## config.mk

```make
export PLATFORM = sky130hd
export DESIGN_NAME = bin2bcd_seq
export DESIGN_NICKNAME = d
export VERILOG_FILES = /design/src/rtl/bin2bcd_seq_pkg.sv /design/src/rtl/bcd_adj3.sv /design/src/rtl/bin2bcd_seq.sv
export SDC_FILE = /design/constraint.sdc
export NUM_CORES = 1
export LEC_CHECK = 0
export BUFFER_PORTS_ARGS = -buffer_cell sky130_fd_sc_hd__buf_2
export CAP_MARGIN = 30
export CORE_UTILIZATION = 40
export CTS_CLUSTER_DIAMETER = 120
export DETAILED_ROUTE_END_ITERATION = 10
export GPL_TIMING_DRIVEN = 0
export PLACE_DENSITY = 0.56
export SLEW_MARGIN = 0
export SYNTH_ARGS = -nofsm -noshare
export SYNTH_HDL_FRONTEND = slang
export SYNTH_SLANG_ARGS = --single-unit
```

## constraint.sdc

```tcl
create_clock -name clock -period 1.67 [get_ports clock]
set_input_delay 0.4175 -clock clock [delete_from_list [all_inputs] [get_ports clock]]
set_output_delay 0.4175 -clock clock [all_outputs]
set_load 0.1 [all_outputs]
```

## src/rtl/bin2bcd_seq_pkg.sv

```systemverilog
// Shared types and constants for the sequential binary-to-BCD converter.
package bin2bcd_seq_pkg;

  typedef enum logic [1:0] {
    StIdle,
    StShift,
    StDone
  } state_e;

  localparam int unsigned DEFAULT_WIDTH  = 9;
  localparam int unsigned DEFAULT_DIGITS = 3;
  localparam int unsigned DIGIT_W        = 4;

  // Used at elaboration to confirm the digit count covers the largest input.
  function automatic longint unsigned pow10(input int unsigned n);
    longint unsigned r;
    r = 64'd1;
    for (int unsigned i = 0; i < n; i++) begin
      r = r * 64'd10;
    end
    return r;
  endfunction

endpackage

```

## src/rtl/bcd_adj3.sv

```systemverilog
// Double-dabble digit correction: add 3 when the digit is 5 or more.
module bcd_adj3 (
  input  logic [3:0] din,
  output logic [3:0] dout
);

  always_comb begin
    dout = din;
    if (din >= 4'd5) begin
      dout = din + 4'd3;
    end
  end

endmodule

```

## src/rtl/bin2bcd_seq.sv

```systemverilog
// Sequential double-dabble converter: one shift per clock, start/busy/done handshake,
// result held in a registered bcd output between conversions.
module bin2bcd_seq
  import bin2bcd_seq_pkg::*;
#(
  parameter int unsigned WIDTH  = DEFAULT_WIDTH,
  parameter int unsigned DIGITS = DEFAULT_DIGITS
) (
  input  logic                    clock,
  input  logic                    Resetn,
  input  logic                    start,
  input  logic [WIDTH-1:0]        bin,
  output logic                    busy,
  output logic                    done,
  output logic [DIGIT_W*DIGITS-1:0] bcd
);

  localparam int unsigned SW = DIGIT_W * DIGITS;
  localparam int unsigned CW = $clog2(WIDTH + 1);

  if (pow10(DIGITS) <= ((64'd1 << WIDTH) - 64'd1)) begin : g_bad_params
    $error("bin2bcd_seq: DIGITS too small for WIDTH");
  end

  state_e           state_q;
  logic [WIDTH-1:0] shift_q;
  logic [SW-1:0]    scratch_q;
  logic [SW-1:0]    scratch_adj;
  logic [SW-1:0]    scratch_shf;
  logic [CW-1:0]    cnt_q;
  logic [SW-1:0]    bcd_q;
  logic             busy_q;
  logic             done_q;

  for (genvar g = 0; g < DIGITS; g++) begin : g_adj
    bcd_adj3 u_adj (
      .din  (scratch_q[g*DIGIT_W +: DIGIT_W]),
      .dout (scratch_adj[g*DIGIT_W +: DIGIT_W])
    );
  end

  // Adjusted digits shift left; the binary MSB enters the ones digit.
  assign scratch_shf = {scratch_adj[SW-2:0], shift_q[WIDTH-1]};

  always_ff @(posedge clock) begin
    if (!Resetn) begin
      state_q   <= StIdle;
      shift_q   <= '0;
      scratch_q <= '0;
      cnt_q     <= '0;
      bcd_q     <= '0;
      busy_q    <= 1'b0;
      done_q    <= 1'b0;
    end else begin
      done_q <= 1'b0;
      unique case (state_q)
        StIdle, StDone: begin
          if (start) begin
            shift_q   <= bin;
            scratch_q <= '0;
            cnt_q     <= CW'(WIDTH);
            busy_q    <= 1'b1;
            state_q   <= StShift;
          end else begin
            busy_q  <= 1'b0;
            state_q <= StIdle;
          end
        end
        StShift: begin
          scratch_q <= scratch_shf;
          shift_q   <= {shift_q[WIDTH-2:0], 1'b0};
          cnt_q     <= cnt_q - CW'(1);
          if (cnt_q == CW'(1)) begin
            bcd_q   <= scratch_shf;
            done_q  <= 1'b1;
            busy_q  <= 1'b0;
            state_q <= StDone;
          end
        end
        default: begin
          busy_q  <= 1'b0;
          state_q <= StIdle;
        end
      endcase
    end
  end

  assign busy = busy_q;
  assign done = done_q;
  assign bcd  = bcd_q;

endmodule

```

### Word-level counts from Yosys, hierarchy flattened

Cells that the tools add are included.
Widths: inputs -> output; s select.

* register bits after elaboration: 41
* output and inout bits: 14

* add/subtract/negate cells: 4
* magnitude comparators: 3
* equality and inequality tests: 5
* muxes and demuxes: 16
* reductions and logical operators: 6

Operators with widths (count)
* $pmux 12 s2: 1
* $pmux 9 s2: 1
* $ge 4x3->1 const B: 3
* $mux 12: 1
* $mux 4: 3
* $mux 9: 1
* $add 4x2->4 const B: 2
* $pmux 4 s2: 1
* $reduce_and 2->1: 3
* $eq 4x1->1 const B: 1
* $mux 1: 4
* $ne 2x2->1 const B: 2
* $pmux 2 s2: 1
* $sub 4x1->4 const B: 1
* $add 3x2->3 const B: 1
* $mux 3: 1
* $eq 2x1->1 const B: 1
* $eq 2x2->1 const B: 1
* $logic_not 2->1: 1
* $mux 2: 1
* $pmux 1 s2: 1
* $reduce_bool 2->1: 1
* $reduce_or 2->1: 1

### Depth between registers and ports, before layout

Gate-level depths: netlist of the first run.

* depth in word-level cells: 4
* gate-level depth with buffers: 6
* depth with buffers taken out: 6

### Hierarchy

A second synthesis of the first run with hierarchy kept.

* cell total of the unflattened synthesis: 209
* area, all modules: 1921.8 um2

By module, submodules not included
* bin2bcd_seq: times used 1, cells an instance 161, area each 1617.8 um2
* bcd_adj3: times used 3, cells an instance 16, area each 101.3 um2

### Worst setup path after synthesis of the first run

OpenSTA, ideal clock, no wires.

* path kind: register to register
* start point: register scratch_q[4]
* end point: register bcd_q[6], in the netlist bcd[6]
* library setup time: 0.075 ns
* arrival time: 1.389 ns
* slack: 0.205 ns
* stages on the path, launching flop included: 7
* buffers on the path: 0
* period minus slack after synthesis: 1.465 ns
* cell sequence: dfxtp_1 inv_1 ha_1 nand2b_1 a21oi_1 mux2_2 o22ai_1

* word-level cells in the longest chain between the ends: 2

RTL lines
* start, declared: RTL line bin2bcd_seq.sv:27 `logic [SW-1:0] scratch_q;`
* start signal, assigned: RTL line bin2bcd_seq.sv:70 `scratch_q <= scratch_shf;`
* $add 4x2->4 / $ge 4x3->1 (equally long branches): RTL line bcd_adj3.sv:10, bcd_adj3.sv:9
* $mux 4 *: RTL line bcd_adj3.sv:9 `if (din >= 4'd5) begin`
* end signal, assigned: RTL line bin2bcd_seq.sv:74 `bcd_q <= scratch_shf;`
* end, declared: RTL line bin2bcd_seq.sv:31 `logic [SW-1:0] bcd_q;`

Mark *: on every way between the ends. The rest lies on a longest branch, timed or not.
A chain may end at the register's enable or synchronous reset.

### Worst setup path after layout of the first run

* start point: register scratch_q[1]
* end point: register scratch_q[2]

* word-level cells in the longest chain between the ends: 3

RTL lines
* $add 4x2->4 / $ge 4x3->1 (equally long branches): RTL line bcd_adj3.sv:10, bcd_adj3.sv:9
* $mux 4 *: RTL line bcd_adj3.sv:9
* $pmux 12 s2 *: RTL line bin2bcd_seq.sv:56 `unique case (state_q)`

Marks and branches as above.

==> summary.md, run 1 <==
| Metric | Value |
|---|---|
| Psw | `565 uW` |
| Critical Path AT | `~1.8 ns` |
| CTS tree | `yes` |
| Hpwl dp | `2740 microns` |
| Hold_buf cts | `0` |
| Largest net degree at the start of global routing | `12` |
| Layout area overhead | `16.8%` |
| Avg Inst Size Synth | `roughly 9 sq um` |
| Reg area | `just over 800 sq um` |
| Crit. End Element | `flop` |
| Core area | `about 0.0044 sq mm` |
| DR iter-0 viols | `between 80 and 90` |
| Layout cells sized above 1 | `0.211` |
| Post-synth cell types | `26` |
| Seq cells post-synth | `41` |
| CTS H-tree lvls | `2` |
| Final Max Tran Viols | `0` |
| RSZ-0062 raised after global routing | `no` |
| Rows | `24` |
| Net switching share of the total power | `0.280` |
| Global Route Usage Sum | `0.176` |
| Cells after DPL | `~280` |
| Combinational power share | `0.158` |
| Most frequent cells in the layout | `dfxtp_1, buf_2, nor2_1, o22ai_1` |
| Post-route DRC | `0` |
| Diodes inserted | `0` |
| GRT Max-Usage Layer | `met2` |
| Hold Slack | `between 0.3 and 0.4 ns` |
| Pwr/cell area | `952 mW/mm^2` |
| Max-cap viol count | `0` |
| Clock power share | `0.320` |
| Initial Utilization | `0.417` |
| GR Layer Usage met1 | `0.239` |
| Top cell type's share of synthesized area | `0.452` |
| Layout net count | `252` |
| Die Y | `between 60 and 70 microns` |
| Maximum VDD drop | `about 0.53 mV` |
| Req. time, crit path | `1.89 ns` |
| Tmin final | `around 1.6 ns` |
| Fmax | `640 MHz` |
| Slew @ Worst Pin | `~0.56 ns` |
| Setup violators final | `0` |
| Cell taking the most area after synthesis | `dfxtp_1` |
| Top post-synthesis cells by area | `dfxtp_1, ha_1, a211oi_1` |
| Die W | `approximately 69 microns` |
| Clk root buf | `clkbuf_8` |
| Final ANT Viol Nets | `0` |
| DIE AREA | `0.00482 sq mm` |
| CTS Sinks | `~40` |
| Skew-Pair Late Insertion Delay | `between 0.2 and 0.3 ns` |
| Reg clk slew, reported paths | `roughly 0.070 ns` |
| Met3 Usage GRT | `0.0392` |
| Drt wl/cell | `~14 microns` |
| CTS max path bufs | `2` |
| YS warnings | `0` |
| Sequential Power Share | `0.522` |
| Remaining global-route overflow | `0` |
| Multi-input gate area | `approximately 900 sq um` |
| Final core area utilization | `0.487` |
| Initial DRT Pass Iterations | `4` |
| Port bufs | `24` |
| Setup TNS | `0 ns` |
| Critical path peak fanout | `3` |
| Slew HR | `0.627` |
| Sequential cell area fraction in the yosys report | `0.452` |
| Leak pwr | `roughly 0.84 nW` |
| Vias in the first global route | `approximately 1400` |
| Fill count | `between 400 and 500` |
| GP Congestion | `approximately 0.79` |
| Cell internal pwr | `between 1 and 1.5 mW` |
| Critical path launch point type | `flop` |
| Setup Skew | `0.00529 ns` |
| Commonest non-fill, non-tap cell in the layout | `dfxtp_1` |
| Status | `finished clean` |
| Fin crit share | `0.936` |
| Initial antenna violation count | `0` |
| Synthesized net count | `220` |
| First-pass GRT wire length | `6720 microns` |
| Routing usage on met2 | `0.271` |
| DR vias | `~1500` |
| Post-Syn Area | `0.00182 sq mm` |
| Vias per inst | `5.30` |
| Total power | `~2 mW` |
| Non-filler cells in the finished layout | `284` |
| Worst hold-check path type | `in2reg` |
| Num CTS Buffers | `5` |
| WS Path Type | `reg2reg` |
| Top Ports | `26` |
| Final hold vios | `0` |
| Post-Syn Instances | `200` |
| Detailed Route WL | `4010 microns` |
[power by group through the flow]
| stage | combinational (mW) | sequential [mW] | clock [mW] |
|---|---|---|---|
| final | 0.318 | 1.05 | 0.647 |
| after global routing | 0.347 | 1.06 | 0.716 |
| after CTS | 0.320 | 1.05 | 0.670 |
| after detailed placement | 0.319 | 1.08 | 0 |
| after global placement | 0.320 | 1.08 | 0 |
| after floorplan | 0.179 | 1.14 | 0 |
[metrics by stage]
stage	area, sq um	worst slack, ns
CTS	2090	0.0154
finish	2120	0.108
global route	2120	0.00298
detailed placement	2000	0.0423
global placement	2000	0.0596
floorplan	1820	0.205
[layer usage]
metal,share of wire,up-vias,wire (microns)
met5,0,-,0
met4,0.018,0,71
met3,0.051,7,206
met2,0.42,38,1690
met1,0.51,691,2040
li1,-,768,-
[timing repair]
action / 4_1_cts / 5_1_grt
gates resized for setup: 0 / 6
buffers inserted: 0 / 1
setup endpoints to repair: 0 / 6
endpoints found under the hold margin: 0 / 0
[final cells by class]
cell class,count,share of cell area
Clock buffer,7,0.0407
Multi-Input combinational cell,136,0.425
Timing Repair Buffer,25,0.0601
Inverter,11,0.0195
Tap cell,52,0.0307
Buffer,12,0.0371
Sequential cell,41,0.387
[synthesized netlist by cell type]
master    number
clkbuf_1       5
nor2b_4        1
nor3_1         5
nand2b_1       4
dfxtp_1       41
buf_2          3
nand2_1        8
xor2_1         1
nor3b_1        5
a211oi_1      13
nand3_1       11
ha_1           8
nand2_2        1
o21ai_0        7
buf_6          4
nor2b_1        1
o22ai_1       14
nor2_1        22
and3_4         1
mux2_2         3
a21oi_1       16
a22oi_1        2
inv_1         11
xnor2_1        3
mux2i_1        9
a311oi_1       1
[path summary, 6_finish.rpt]
check / start / end / slack, ns / cells past startpoint
setup / recovery: scratch_q[1]$_SDFFE_PN0P_ / scratch_q[2]$_SDFFE_PN0P_ / 0.11 / 6
hold / removal: bin[0] / shift_q[0]$_SDFFE_PN0P_ / 0.39 / 3
setup reg to reg: scratch_q[1]$_SDFFE_PN0P_ / scratch_q[2]$_SDFFE_PN0P_ / 0.11 / 6
hold reg to reg: bcd[6]$_SDFFE_PN0P_ / bcd[6]$_SDFFE_PN0P_ / 0.47 / 2
[worst max-delay path, cell delays in order, from the launching register on]
cell	delay, ns
dfxtp_1	0.36
inv_1	0.08
ha_1	0.17
nand2b_1	0.16
a21oi_2	0.19
mux2_2	0.38
o22ai_1	0.15
[flip-flops by register name, indices dropped and copies added (netlist names)]
| name | flops |
|---|---|
| bcd | 12 |
| busy | 1 |
| cnt_q | 4 |
| done | 1 |
| scratch_q | 12 |
| shift_q | 9 |
| state_q | 2 |
[cell families after synthesis]
group	Yosys count	share of synthesized area
muxes	12	0.0682
DFF	41	0.452
buffers and inverters	23	0.0661
and+or+nand+nor	59	0.161
adders and majority gates	8	0.0551
xor gates and xnor gates	4	0.0193
AOI/OAI and AO/OA	53	0.178
Note: power is estimated with default switching activity, not from simulation.
==> inputs of run 2 (changes only) <==
Settings changed: CTS_BUF_LIST from default to sky130_fd_sc_hd__clkbuf_4 sky130_fd_sc_hd__clkbuf_8.
==> run 2 against run 1 <==
Compared with the run above:
- count of clock-buffer cells in the layout stayed put
- cell count stayed put
- total power is 0.54% higher
- critical endpoint unchanged
- largest cell class unchanged
- highest routed layer unchanged
==> summary.md, run 2 (synthesized netlist as in run 1, its figures left out) <==
| Metric | Value |
|---|---|
| Status | `finished clean` |
| Initial antenna violation count | `0 (unchanged)` |
| Layout net count | `252 (unchanged)` |
| CTS Sinks | `41 (unchanged)` |
| DP Area | `0.00200 sq mm (unchanged)` |
| DR vias | `1507 (+0.20%)` |
| Leak pwr | `0.841 nW (+0.41%)` |
| GP Congestion | `0.789 (unchanged)` |
| R2R setup slack | `0.11 ns (about the same)` |
| Largest net degree at the start of global routing | `12 (unchanged)` |
| Slowest CP cell | `mux2_2` |
| Crit. End Element | `flop` |
| Vias in the first global route | `1427 (unchanged)` |
| Core area | `0.00435 sq mm (unchanged)` |
| Fmax | `640 MHz (about the same)` |
| Setup violators final | `0 (unchanged)` |
| Fin crit share | `0.936 (about the same)` |
| Reg clk slew, reported paths | `0.07 ns (about the same)` |
| Detailed Route WL | `4000 microns (-0.22%)` |
| Final Max Tran Viols | `0 (unchanged)` |
| Most frequent cells in the layout | `dfxtp_1, buf_2, nor2_1, o22ai_1` |
| DR iter-0 viols | `84 (-5.6%)` |
| Pwr/cell area | `956 mW/mm^2 (+0.36%)` |
| Drt wl/cell | `14.1 microns (-0.22%)` |
| Die Y | `69.4 microns (unchanged)` |
| Final ANT Viol Nets | `0 (unchanged)` |
| Top Ports | `26 (unchanged)` |
| Clk root buf | `clkbuf_8` |
| Maximum VDD drop | `0.515 mV (-2.6%)` |
| CP peak stage delay | `0.38 ns (about the same)` |
| Worst reg-to-reg path cell count | `6 (unchanged)` |
| Req. time, crit path | `1.89 ns (about the same)` |
| Final core area utilization | `0.488 (+0.000862)` |
| Hold_sp | `bin[0]` |
| Initial DRT Pass Iterations | `4 (unchanged)` |
| Cell area after layout | `0.00213 sq mm (+0.18%)` |
| Setup TNS | `0 ns (unchanged)` |
| Layout cells sized above 1 | `0.216 (+0.00431)` |
| Diodes inserted | `0 (unchanged)` |
| Non-filler cells in the finished layout | `284 (unchanged)` |
| Critical path launch point type | `flop` |
| CTS H-tree lvls | `2 (unchanged)` |
| Critical Path AT | `1.79 ns (about the same)` |
| DIE AREA | `0.00482 sq mm (unchanged)` |
| Setup Skew | `0.00529 ns (+0.000000110 ns)` |
| Worst hold-check path type | `in2reg` |
| Initial Utilization | `0.417 (unchanged)` |
| Die W | `69.4 microns (unchanged)` |
| CTS tree | `yes` |
| Skew-Pair Late Insertion Delay | `0.29 ns (about the same)` |
| Rows | `24 (unchanged)` |
| WHS Endpoint | `shift_q[0]$_SDFFE_PN0P_` |
| Cells after DPL | `276 (unchanged)` |
| Slew @ Worst Pin | `0.557 ns (+0.000000358 ns)` |
| Num CTS Buffers | `5 (unchanged)` |
| Max-cap viol count | `0 (unchanged)` |
| Critical R2R Launch | `scratch_q[1]$_SDFFE_PN0P_` |
| CP cell instances | `inv_1 -> ha_1 -> nand2b_1 -> a21oi_2 -> mux2_2 -> o22ai_1` |
| CTS max path bufs | `2 (unchanged)` |
| Hold Slack | `0.394 ns (+0.0000610 ns)` |
| Remaining global-route overflow | `0 (unchanged)` |
| Critical R2R Capture | `scratch_q[2]$_SDFFE_PN0P_` |
| Final hold vios | `0 (unchanged)` |
| Slew HR | `0.627 (unchanged)` |
| Hold Path Stages | `3 (unchanged)` |
| WS Path Type | `reg2reg` |
| Global Route Usage Sum | `0.176 (unchanged)` |
| RSZ-0062 raised after global routing | `no` |
| Post-route DRC | `0 (unchanged)` |
| Layout area overhead | `17.0%` |
| Port bufs | `24 (unchanged)` |
| Vias per inst | `5.31 (+0.20%)` |
| Hpwl dp | `2740 microns (unchanged)` |
| Commonest non-fill, non-tap cell in the layout | `dfxtp_1` |
| Critical path peak fanout | `3 (unchanged)` |
| Tmin final | `1.56 ns (+0.0000360 ns)` |
| First-pass GRT wire length | `6720 microns (unchanged)` |
## run 2: per-layer routing
metal / up-vias / track usage / wire length [microns]
met5: - / 0 / 0
li1: 768 / - / -
met2: 38 / 0.271 / 1710
met3: 7 / 0.0392 / 206
met1: 694 / 0.239 / 2010
met4: 0 / 0.0680 / 71
## run 2: worst max-delay path by stage
stage,startpoint,endpoint
floorplan,scratch_q[4]$_SDFFE_PN0P_,bcd[6]$_SDFFE_PN0P_
global placement,scratch_q[4]$_SDFFE_PN0P_,scratch_q[6]$_SDFFE_PN0P_
detailed placement,scratch_q[4]$_SDFFE_PN0P_,scratch_q[6]$_SDFFE_PN0P_
CTS,scratch_q[4]$_SDFFE_PN0P_,scratch_q[6]$_SDFFE_PN0P_
global route,scratch_q[1]$_SDFFE_PN0P_,scratch_q[2]$_SDFFE_PN0P_
finish,scratch_q[1]$_SDFFE_PN0P_,scratch_q[2]$_SDFFE_PN0P_
## run 2: where the power goes
part	internal [mW]	total [mW]	switching (mW)
combinational	0.102	0.318	0.216
sequential	1.03	1.05	0.0293
clock	0.344	0.658	0.315
## run 2: layout make-up
| class | instances | area [sq um] |
|---|---|---|
| Fill cell | 432 | 2230 |
| Multi-Input combinational cell | 136 | 902 |
| Sequential cell | 41 | 821 |
| Timing Repair Buffer | 25 | 128 |
| Clock buffer | 7 | 90.1 |
| Buffer | 12 | 78.8 |
| Tap cell | 52 | 65.1 |
| Inverter | 11 | 41.3 |
## run 2: critical path: cells and delay by family, from the launching register on
kind            cells  cell delay, ns
compound gates      2            0.34
buf+inv             1            0.08
flops               1            0.36
mux                 1            0.38
fa+ha+maj           1            0.17
simple gates        1            0.16
## run 2: timing repair
item,CTS,global route
setup buffers,0,1
resized for setup,0,6
endpoints found under the setup margin,0,6
hold buffers,0,0
## run 2: per-stage QoR
stage	setup WS, ns	power [mW]
after floorplan	0.205	1.32
after global placement	0.0596	1.40
after detailed placement	0.0423	1.40
after CTS	0.0154	2.06
after global routing	0.00298	2.14
final	0.108	2.03
